### config.mk
export PLATFORM = sky130hd
export DESIGN_NAME = alu_word_sequencer
export DESIGN_NICKNAME = d
export VERILOG_FILES = /design/src/rtl/alu_word_sequencer_pkg.sv /design/src/rtl/alu_word_sequencer_alu.sv /design/src/rtl/alu_word_sequencer.sv
export SDC_FILE = /design/constraint.sdc
export NUM_CORES = 1
export LEC_CHECK = 0
export CORE_MARGIN = 4
export CORE_UTILIZATION = 55
export DETAILED_ROUTE_END_ITERATION = 6
export PLACE_DENSITY_LB_ADDON = 0.2
export SYNTH_ARGS = -nofsm -noshare
export SYNTH_HDL_FRONTEND = slang
export SYNTH_SLANG_ARGS = --single-unit
### constraint.sdc
create_clock -name Clk -period 6.7 [get_ports Clk]
set_clock_uncertainty 0.1 [all_clocks]
set_input_delay 1.005 -clock Clk [delete_from_list [all_inputs] [get_ports Clk]]
set_output_delay 1.005 -clock Clk [all_outputs]
set_load 0.005 [all_outputs]
### src/rtl/alu_word_sequencer_pkg.sv
// rtl/alu_word_sequencer_pkg.sv - shared op codes, flag indices and FSM states for the word sequencer
package alu_word_sequencer_pkg;

    localparam logic [3:0] OP_ADD = 4'b0000;
    localparam logic [3:0] OP_SUB = 4'b0001;
    localparam logic [3:0] OP_AND = 4'b0011;
    localparam logic [3:0] OP_OR  = 4'b0100;
    localparam logic [3:0] OP_XOR = 4'b0110;

    localparam int FLAG_Z = 0;
    localparam int FLAG_C = 1;
    localparam int FLAG_N = 2;
    localparam int FLAG_V = 3;

    typedef enum logic [1:0] {
        ST_IDLE = 2'd0,
        ST_RUN  = 2'd1,
        ST_DONE = 2'd2
    } state_t;

    function automatic logic op_is_legal(input logic [3:0] op);
        logic legal;
        case (op)
            OP_ADD, OP_SUB, OP_AND, OP_OR, OP_XOR: legal = 1'b1;
            default:                               legal = 1'b0;
        endcase
        return legal;
    endfunction

endpackage

### src/rtl/alu_word_sequencer_alu.sv
// rtl/alu_word_sequencer_alu.sv - combinational single-word ALU producing {V,N,C,Z}
module alu_word_sequencer_alu
    import alu_word_sequencer_pkg::*;
#(
    parameter int DataWidth = 8
) (
    input  logic [DataWidth-1:0] a,
    input  logic [DataWidth-1:0] b,
    input  logic                 cin,
    input  logic [3:0]           op,
    output logic [DataWidth-1:0] y,
    output logic [3:0]           flags
);

    logic [DataWidth:0] sum;
    logic               c;
    logic               v;

    // One word of add-with-carry or bitwise logic; subtraction arrives here as add of ~b.
    always_comb begin
        sum = {1'b0, a} + {1'b0, b} + {{DataWidth{1'b0}}, cin};
        y   = '0;
        c   = 1'b0;
        v   = 1'b0;
        case (op)
            OP_ADD: begin
                y = sum[DataWidth-1:0];
                c = sum[DataWidth];
                v = (a[DataWidth-1] == b[DataWidth-1]) && (y[DataWidth-1] != a[DataWidth-1]);
            end
            OP_AND:  y = a & b;
            OP_OR:   y = a | b;
            OP_XOR:  y = a ^ b;
            default: y = '0;
        endcase
        flags         = '0;
        flags[FLAG_Z] = (y == '0);
        flags[FLAG_C] = c;
        flags[FLAG_N] = y[DataWidth-1];
        flags[FLAG_V] = v;
    end

endmodule

### src/rtl/alu_word_sequencer.sv
// rtl/alu_word_sequencer.sv - multi-word ALU sequencer with carry chaining; ALU_SEQ_CARRYIN_EN adds CIn
module alu_word_sequencer
    import alu_word_sequencer_pkg::*;
#(
    parameter int DataWidth = 8,
    parameter int Words     = 4,
    parameter int FlagBits  = 4
) (
    input  logic                       Clk,
    input  logic                       Reset_N,
    input  logic                       Start,
    input  logic [3:0]                 Op,
    input  logic [DataWidth*Words-1:0] A,
    input  logic [DataWidth*Words-1:0] B,
`ifdef ALU_SEQ_CARRYIN_EN
    input  logic                       CIn,
`endif
    output logic                       Busy,
    output logic                       Done,
    output logic                       Err,
    output logic [DataWidth*Words-1:0] Y,
    output logic [FlagBits-1:0]        OFlags
);

    localparam int W  = DataWidth * Words;
    localparam int IW = $clog2(Words);
    localparam logic [IW-1:0] LAST_IDX = IW'(Words - 1);

    state_t               state;
    logic [W-1:0]         a_q;
    logic [W-1:0]         b_q;
    logic [3:0]           op_q;
    logic [IW-1:0]        idx;
    logic                 carry_q;
    logic                 zacc;
    logic                 cin0_q;

    logic                 is_sub;
    logic                 is_arith;
    logic [DataWidth-1:0] alu_a;
    logic [DataWidth-1:0] alu_b;
    logic                 alu_cin;
    logic [3:0]           alu_op;
    logic [DataWidth-1:0] alu_y;
    logic [3:0]           alu_flags;
    logic [FlagBits-1:0]  flags_final;

    // Word mux and operand conditioning: Sub becomes A + ~B with the chained carry.
    always_comb begin
        is_sub   = (op_q == OP_SUB);
        is_arith = (op_q == OP_ADD) || is_sub;
        alu_a    = a_q[idx*DataWidth +: DataWidth];
        alu_b    = is_sub ? ~b_q[idx*DataWidth +: DataWidth] : b_q[idx*DataWidth +: DataWidth];
        alu_op   = is_arith ? OP_ADD : op_q;
        alu_cin  = (idx == '0) ? cin0_q : carry_q;

        flags_final         = '0;
        flags_final[FLAG_V] = alu_flags[FLAG_V];
        flags_final[FLAG_N] = alu_flags[FLAG_N];
        flags_final[FLAG_C] = is_arith & alu_flags[FLAG_C];
        flags_final[FLAG_Z] = zacc & alu_flags[FLAG_Z];
    end

    alu_word_sequencer_alu #(
        .DataWidth (DataWidth)
    ) u_alu (
        .a     (alu_a),
        .b     (alu_b),
        .cin   (alu_cin),
        .op    (alu_op),
        .y     (alu_y),
        .flags (alu_flags)
    );

    // Request FSM: latch on Start, walk the words low to high, pulse Done once.
    always_ff @(posedge Clk or negedge Reset_N) begin
        if (!Reset_N) begin
            state   <= ST_IDLE;
            a_q     <= '0;
            b_q     <= '0;
            op_q    <= OP_ADD;
            idx     <= '0;
            carry_q <= 1'b0;
            zacc    <= 1'b1;
            cin0_q  <= 1'b0;
            Busy    <= 1'b0;
            Done    <= 1'b0;
            Err     <= 1'b0;
            Y       <= '0;
            OFlags  <= '0;
        end else begin
            case (state)
                ST_IDLE: begin
                    if (Start) begin
                        a_q   <= A;
                        b_q   <= B;
                        op_q  <= Op;
                        idx   <= '0;
                        zacc  <= 1'b1;
`ifdef ALU_SEQ_CARRYIN_EN
                        cin0_q <= CIn;
`else
                        cin0_q <= (Op == OP_SUB);
`endif
                        Busy  <= 1'b1;
                        if (op_is_legal(Op)) begin
                            state <= ST_RUN;
                        end else begin
                            state <= ST_DONE;
                            Done  <= 1'b1;
                            Err   <= 1'b1;
                        end
                    end
                end
                ST_RUN: begin
                    Y[idx*DataWidth +: DataWidth] <= alu_y;
                    zacc    <= zacc & alu_flags[FLAG_Z];
                    carry_q <= alu_flags[FLAG_C];
                    idx     <= idx + 1'b1;
                    if (idx == LAST_IDX) begin
                        OFlags <= flags_final;
                        state  <= ST_DONE;
                        Done   <= 1'b1;
                        Err    <= 1'b0;
                    end
                end
                ST_DONE: begin
                    state <= ST_IDLE;
                    Busy  <= 1'b0;
                    Done  <= 1'b0;
                    Err   <= 1'b0;
                end
                default: state <= ST_IDLE;
            endcase
        end
    end

endmodule

Yosys cells after proc, flatten, opt, wreduce, memory -nomap -nowiden
Cells that the tools add are included.
{ "classes": {"add_sub_neg": 4, "eq_ne": 16, "shift": 4, "mux": 25, "bitwise": 6, "n_reduce_logical": 18} }
{ "ops": {"columns": ["cell", "count"], "rows": [
  ["indexed part select 32 x 6 -> 8 bit", 2],
  ["negation 5 -> 34 bit", 1],
  ["variable shift 8 x 34 -> 32 bit, first input constant", 1],
  ["indexed part select 8 x 34 -> 32 bit", 1],
  ["bitwise mux 32 bit", 1],
  ["one-hot mux 8 bit (4 select lines)", 1],
  ["equality test 4 x 3 -> 1 bit, second input constant", 4],
  ["zero test 4 bit", 3],
  ["2-to-1 mux 1 bit", 11],
  ["AND reduction 2 bit", 5],
  ["adder 8 x 8 -> 9 bit", 1],
  ["adder 9 x 1 -> 9 bit", 1],
  ["AND 8 bit", 1],
  ["equality test 4 x 1 -> 1 bit, second input constant", 2],
  ["equality test 4 x 2 -> 1 bit, second input constant", 2],
  ["zero test 8 bit", 1],
  ["2-to-1 mux 2 bit", 4],
  ["2-to-1 mux 8 bit", 1],
  ["inverter 8 bit", 1],
  ["bitwise OR 8 bit", 1],
  ["one-hot mux 2 bit (2 select lines)", 2],
  ["bitwise XOR 8 bit", 1],
  ["inequality test 2 bit, second input constant", 3],
  ["one-hot mux 1 bit (3 select lines)", 2],
  ["15 further kinds", 20]
]} }
{ "totals": {"reg_bits": 114, "inputBits": 71, "elab_cells": 86} }

Logic depth before layout (Yosys ltp)
{ "logic_depth": {"depth_word": 9, "mapped_depth": 15, "depth_no_buf": 13} }

Cells and area by module
A second synthesis with hierarchy kept.
{ "hier_totals": {"cells_unflattened": 460, "area_unflattened_um2": 5870.6} }
{ "modules_own_cells": {"columns": ["module", "n_inst", "cells_per_inst", "area_each_um2", "seq_area_each_um2"], "rows": [
  ["alu_word_sequencer", 1, 331, 4997.3, 2854.0],
  ["alu_word_sequencer_alu", 1, 129, 873.3, 0.0]
]} }

Worst setup path after synthesis
No wires, ideal clock.
{ "synth_timing": {"path_kind": "flip-flop to flip-flop", "startpoint": "register op_q[1]", "endpoint": "register OFlags[0]", "setup_ns": 0.092, "t_arrival_ns": 3.440, "setup_slack_ns": 3.069, "stages_incl_launch_ff": 16, "path_cell_list": "dfrtp_1 clkbuf_8 nor3_1 and2_1 buf_2 xor2_1 inv_1 fa_1 fa_1 nand2b_1 a21oi_1 mux2i_1 o21ai_1 nor3_1 nand3b_1 o31ai_2"} }
{ "synth_via": {"elab_chain_len": 7} }
{ "synth_lines": {"columns": ["item", "line_no", "source"], "rows": [
  ["start, declared", "alu_word_sequencer.sv:32", "logic [3:0] op_q;"],
  ["start signal, assigned", "alu_word_sequencer.sv:97", "op_q <= Op;"],
  ["equality test 4 x 1 -> 1 bit or zero test 4 bit (tied branches)", "alu_word_sequencer.sv:50, alu_word_sequencer.sv:51", null],
  ["2-to-1 mux 8 bit or logical OR 1 bit (tied branches)", "alu_word_sequencer.sv:53, alu_word_sequencer.sv:51", null],
  ["adder 8 x 8 -> 9 bit or 2-to-1 mux 4 bit (tied branches)", "alu_word_sequencer_alu.sv:21, alu_word_sequencer.sv:54", null],
  ["adder 9 x 1 -> 9 bit, or another cell as far along", "alu_word_sequencer_alu.sv:21", "sum = {1'b0, a} + {1'b0, b} + {{DataWidth{1'b0}}, cin};"],
  ["one-hot mux 8 bit (4 select lines) *", "alu_word_sequencer_alu.sv:25", "case (op)"],
  ["zero test 8 bit *", "alu_word_sequencer_alu.sv:37", "flags[FLAG_Z] = (y == '0);"],
  ["AND 1 bit *", "alu_word_sequencer.sv:61", "flags_final[FLAG_Z] = zacc & alu_flags[FLAG_Z];"],
  ["end signal, assigned", "alu_word_sequencer.sv:121", "OFlags <= flags_final;"],
  ["end, declared", "alu_word_sequencer.sv:22", "output logic [FlagBits-1:0] OFlags"]
]} }
Every way passes the cells marked *; elsewhere a longest branch is shown, timed or not.
A chain may end at the register's enable or synchronous reset.

Worst setup path after layout
{ "layout_timing": {"startpoint": "register op_q[1]", "endpoint": "register zacc"} }
{ "layout_via": {"elab_chain_len": 8} }
{ "layout_lines": {"columns": ["item", "line_no", "source"], "rows": [
  ["equality test 4 x 1 -> 1 bit or zero test 4 bit (tied branches)", "alu_word_sequencer.sv:50, alu_word_sequencer.sv:51", null],
  ["2-to-1 mux 8 bit or logical OR 1 bit (tied branches)", "alu_word_sequencer.sv:53, alu_word_sequencer.sv:51", null],
  ["adder 8 x 8 -> 9 bit or 2-to-1 mux 4 bit (tied branches)", "alu_word_sequencer_alu.sv:21, alu_word_sequencer.sv:54", null],
  ["adder 9 x 1 -> 9 bit, or another cell as far along", "alu_word_sequencer_alu.sv:21", null],
  ["one-hot mux 8 bit (4 select lines) *", "alu_word_sequencer_alu.sv:25", null],
  ["zero test 8 bit *", "alu_word_sequencer_alu.sv:37", null],
  ["AND 1 bit *", "alu_word_sequencer.sv:117", "zacc <= zacc & alu_flags[FLAG_Z];"],
  ["one-hot mux 1 bit (2 select lines) *", "alu_word_sequencer.sv:92", "case (state)"],
  ["end signal, assigned", "alu_word_sequencer.sv:117", null],
  ["end, declared", "alu_word_sequencer.sv:35", "logic zacc;"]
]} }
Marks and branches as above.

==> summary.md <==
| Metric | Value |
|---|---|
| Crit. End Element | register |
| Core occupancy in the finished layout | 72.9% |
| CTS Sinks | around 110 |
| Final period demand of the worst path | about 4300 ps |
| Post-synthesis net count | ~540 |
| Run status | finished, final reports clean |
| Cell count after synthesis | 445 |
| Number of antenna cells inserted | 0 |
| Detailed-routing iteration count for the pre-antenna-repair pass | 4 |
| Die span in x | 111 um |
| Number of buffer cells added on primary ports | 109 |
| Worst Hold Path EP | a_q[22] |
| FF-to-FF path depth | 13 |
| Most used DFF post-synth | sky130_fd_sc_hd__dfrtp_1 |
| Nature of the critical path startpoint | register |
| LEAKAGE | between 3 and 4 nW |
| Post-route setup slack | 2410 ps |
| Wire length reported by the detailed router | around 13 mm |
| Number of violations reported at the end of detailed-routing iteration 0 | 239 |
| Wire length of the first global-routing pass | 22.7 mm |
| Clock tree buffer depth | 2 |
| Share of async-settable or async-resettable flops after synthesis | 100% |
| Die area | 12,300 um^2 |
| H-tree depth | 4 |
| Post-CTS setup-driven buffer insertion count | 0 |
| Mapped cell area | 5830 um^2 |
| Critical path fanouts, max | 20 |
| CTS hold repair buffers | 0 |
| Distinct cells, synth | 58 |
| Family of cells with the greatest summed delay on the critical path | simple AND/OR/NAND/NOR gates |
| Warnings from Yosys | 0 |
| Hold path startpoint | a_q[22] |
| Post-synth EDFFs | 0 |
| Count of standard-cell rows | 37 |
| Delay of the slowest critical-path stage | 580 ps |
| Sequential share of the synthesized area | 49.0% |
| Maximum capacitance violations | 0 |
| Number of clock buffers inserted by TritonCTS | 17 |
| Area growth from synthesis to final layout | 29.1% |
| Final setup viols | 0 |
| FILL cells | 694 |
| Antenna violation net count after detailed routing | 0 |
| Count of final max-slew check failures | 0 |
| Average cell area after synthesis | 13.1 um^2 |
| Vias | 3,996 |
| Data arrival time of the worst path | ~4600 ps |
| Critical Path, Cell by Cell | nor3_1 > and2_1 > xor2_1 > inv_1 > fa_1 > fa_1 > nand2b_1 > a21oi_1 > mux2i_1 > o21ai_1 > nor3_1 > nand3b_1 > a31oi_1 |
| Critical Setup Path Class | register to register |
| Worst Tran Pin Value | 994 ps |
| Placeable core region | 10,300 um^2 |
| Wire length per cell after detailed routing | 18.9 um |
| Master of the slowest instance on the critical path | sky130_fd_sc_hd__dfrtp_1 |
| Unrepaired setup endpoints after global routing | no |
| Most common cell after layout, fill and taps aside | sky130_fd_sc_hd__dfrtp_1 |
| TritonCTS clock tree | built |
| Gates resized, CTS repair | 0 |
| Commonest cells after routing, fill and taps aside | sky130_fd_sc_hd__dfrtp_1, sky130_fd_sc_hd__clkdlybuf4s50_1, sky130_fd_sc_hd__mux2_2 |
| Final net count | approximately 650 |
| Power density over the cells | roughly 520 nW/um^2 |
| Pre-CTS setup slack | between 2000 and 2500 ps |
| Number of DRC violations after detailed routing | 0 |
| Height of the chip | approximately 110 um |
| Share of post-route cells with drive strength above 1 | 25.7% |
| FF-to-FF Start | op_q[1] |
| Congestion Overflow GR | 0 |
| Placed standard-cell area | 6980 um^2 |
| Reg clk slew, reported paths | ~50 ps |
| Worst vdd ir | 330 uV |
| Final cycle utilization of the critical path | 64.0% |
| Largest net degree at the start of global routing | just over 70 |
| Worst Path Buf+Inv | 1 |
| Worst Path Required | between 7000 and 8000 ps |
| Relative max-transition margin | 33.7% |
| Overall Global Routing Usage | 23.1% |
| Initial antenna violation count | 0 |
| Hold Fails Final Rpt | 0 |
| Starting utilization of the core area | 56.5% |
| Number of ports placed on the die boundary | 110 |
| Vias in the first global route | 4,356 |
| Worst R2R End | zacc |
| Avg Vias per Cell | ~5.7 |
| Clock root buffer | sky130_fd_sc_hd__clkbuf_8 |
| Worst reg-to-reg setup slack | 2410 ps |
| Number of storage elements in the synthesis netlist | 114 |
| Clock network latency to the later pin of the worst-skew pair | 510 ps |
| HP Class | register to register |
| Final cell area excluding filler cells | 7530 um^2 |
| Total half-perimeter wirelength after legalization and detailed placement | 9.59 mm |
| Number of cells traversed by the worst hold path | 1 |
| Maximum clock frequency | 233 MHz |
| RD Place Congestion | 0.845 |
| Total negative setup slack | 0 ps |
==> cell usage after synthesis (2+ instances only) <==
library cell | number | area (um^2)
sky130_fd_sc_hd__o21ai_1 | 3 | 15.0
sky130_fd_sc_hd__a211oi_1 | 2 | 15.0
sky130_fd_sc_hd__buf_6 | 3 | 33.8
sky130_fd_sc_hd__dfrtp_1 | 113 | 2830
sky130_fd_sc_hd__a22o_2 | 4 | 40.0
sky130_fd_sc_hd__mux2_2 | 72 | 811
sky130_fd_sc_hd__a32o_1 | 2 | 20.0
sky130_fd_sc_hd__mux4_2 | 16 | 360
sky130_fd_sc_hd__nor4b_2 | 3 | 45.0
sky130_fd_sc_hd__nand2_1 | 17 | 63.8
sky130_fd_sc_hd__o21ai_2 | 2 | 17.5
sky130_fd_sc_hd__clkbuf_1 | 8 | 30.0
sky130_fd_sc_hd__o21a_1 | 2 | 15.0
sky130_fd_sc_hd__clkbuf_8 | 2 | 27.5
sky130_fd_sc_hd__nand2b_1 | 7 | 43.8
sky130_fd_sc_hd__nor2b_1 | 2 | 12.5
sky130_fd_sc_hd__xor2_1 | 8 | 70.1
sky130_fd_sc_hd__ha_1 | 25 | 313
sky130_fd_sc_hd__nor3_1 | 3 | 15.0
sky130_fd_sc_hd__a22oi_1 | 3 | 22.5
sky130_fd_sc_hd__fa_1 | 2 | 40.0
sky130_fd_sc_hd__o21ai_0 | 13 | 65.1
sky130_fd_sc_hd__o22ai_1 | 2 | 12.5
sky130_fd_sc_hd__o31ai_2 | 3 | 37.5
sky130_fd_sc_hd__a21oi_1 | 13 | 65.1
sky130_fd_sc_hd__mux2i_1 | 4 | 40.0
sky130_fd_sc_hd__inv_1 | 23 | 86.3
sky130_fd_sc_hd__nor4_2 | 2 | 25.0
sky130_fd_sc_hd__nand3_1 | 4 | 20.0
sky130_fd_sc_hd__or3_1 | 2 | 12.5
sky130_fd_sc_hd__nor2_1 | 15 | 56.3
sky130_fd_sc_hd__buf_2 | 5 | 25.0
sky130_fd_sc_hd__o22a_1 | 2 | 17.5
sky130_fd_sc_hd__and2_1 | 2 | 12.5
sky130_fd_sc_hd__a22o_1 | 33 | 289
==> layer usage <==
metal	vias to the layer above	global-route usage [%]	routed length, um
met5	-	0	0
met3	12	6.00	613
met4	0	5.42	129
met2	110	39.0	6600
met1	2007	30.1	5950
li1	1867	-	-
==> per-stage QoR <==
stage | instances | hold slack, ps | power, mW
final | 703 | 398 | 3.92
after global routing | 703 | 407 | 4.22
after CTS | 703 | 405 | 3.94
after detailed placement | 673 | 391 | 3.10
after global placement | 673 | 368 | 3.04
after floorplan | 445 | 372 | 2.58
==> kinds of logic (layout without fill, tap and decap cells) <==
group / Yosys count / count (layout) / share of synthesized area (%)
adder cells (fa/ha/maj): 27 / 27 / 6.05
flip-flops: 114 / 114 / 49.0
AO/OA/AOI/OAI: 93 / 93 / 12.4
multiplexers: 92 / 92 / 20.8
XOR/XNOR: 9 / 9 / 1.35
buffers and inverters: 43 / 165 / 3.67
AND/OR/NAND/NOR: 67 / 67 / 6.78
==> state kept, by name (all words and copies together), names as in the netlist, 2 cells and up <==
name / count
Y: 32
b_q: 32
OFlags: 4
op_q: 4
a_q: 32
idx: 2
state: 2
==> worst register-to-register path: stages, from the launching register on <==
cell,delay [ps]
sky130_fd_sc_hd__dfrtp_1,580
sky130_fd_sc_hd__nor3_1,450
sky130_fd_sc_hd__and2_1,460
sky130_fd_sc_hd__xor2_1,230
sky130_fd_sc_hd__inv_1,100
sky130_fd_sc_hd__fa_1,450
sky130_fd_sc_hd__fa_1,440
sky130_fd_sc_hd__nand2b_1,200
sky130_fd_sc_hd__a21oi_1,310
sky130_fd_sc_hd__mux2i_1,240
sky130_fd_sc_hd__o21ai_1,150
sky130_fd_sc_hd__nor3_1,170
sky130_fd_sc_hd__nand3b_1,150
sky130_fd_sc_hd__a31oi_1,200
==> area by class of cell <==
| type | count | area, um^2 | area share [%] |
|---|---|---|---|
| timing repair buffer | 112 | 1110 | 14.8 |
| multi-input combinational | 288 | 2760 | 36.7 |
| sequential | 114 | 2850 | 37.9 |
| clock inverter | 9 | 83.8 | 1.11 |
| clock buffer | 21 | 459 | 6.10 |
| inverter | 23 | 86.3 | 1.15 |
| tap | 136 | 170 | 2.26 |
==> worst max-delay path by stage <==
stage / start / to / slack [ps] / depth (start not counted)
finish: op_q[1] / zacc / 2410 / 13
global route: op_q[1] / zacc / 2030 / 13
CTS: op_q[1] / zacc / 2440 / 13
detailed placement: op_q[1] / zacc / 2470 / 13
global placement: op_q[1] / OFlags[0] / 2620 / 13
floorplan: op_q[1] / OFlags[0] / 3070 / 15
==> power by group <==
group,total [mW],switching (mW),leakage [nW],internal (mW)
Sequential,1.10,0.163,1.42,0.941
Clock,0.815,0.301,0.258,0.514
Combinational,2.00,1.09,1.54,0.917
Total,3.92,1.55,3.21,2.37
No activity file was read; power rests on OpenSTA's default activity.
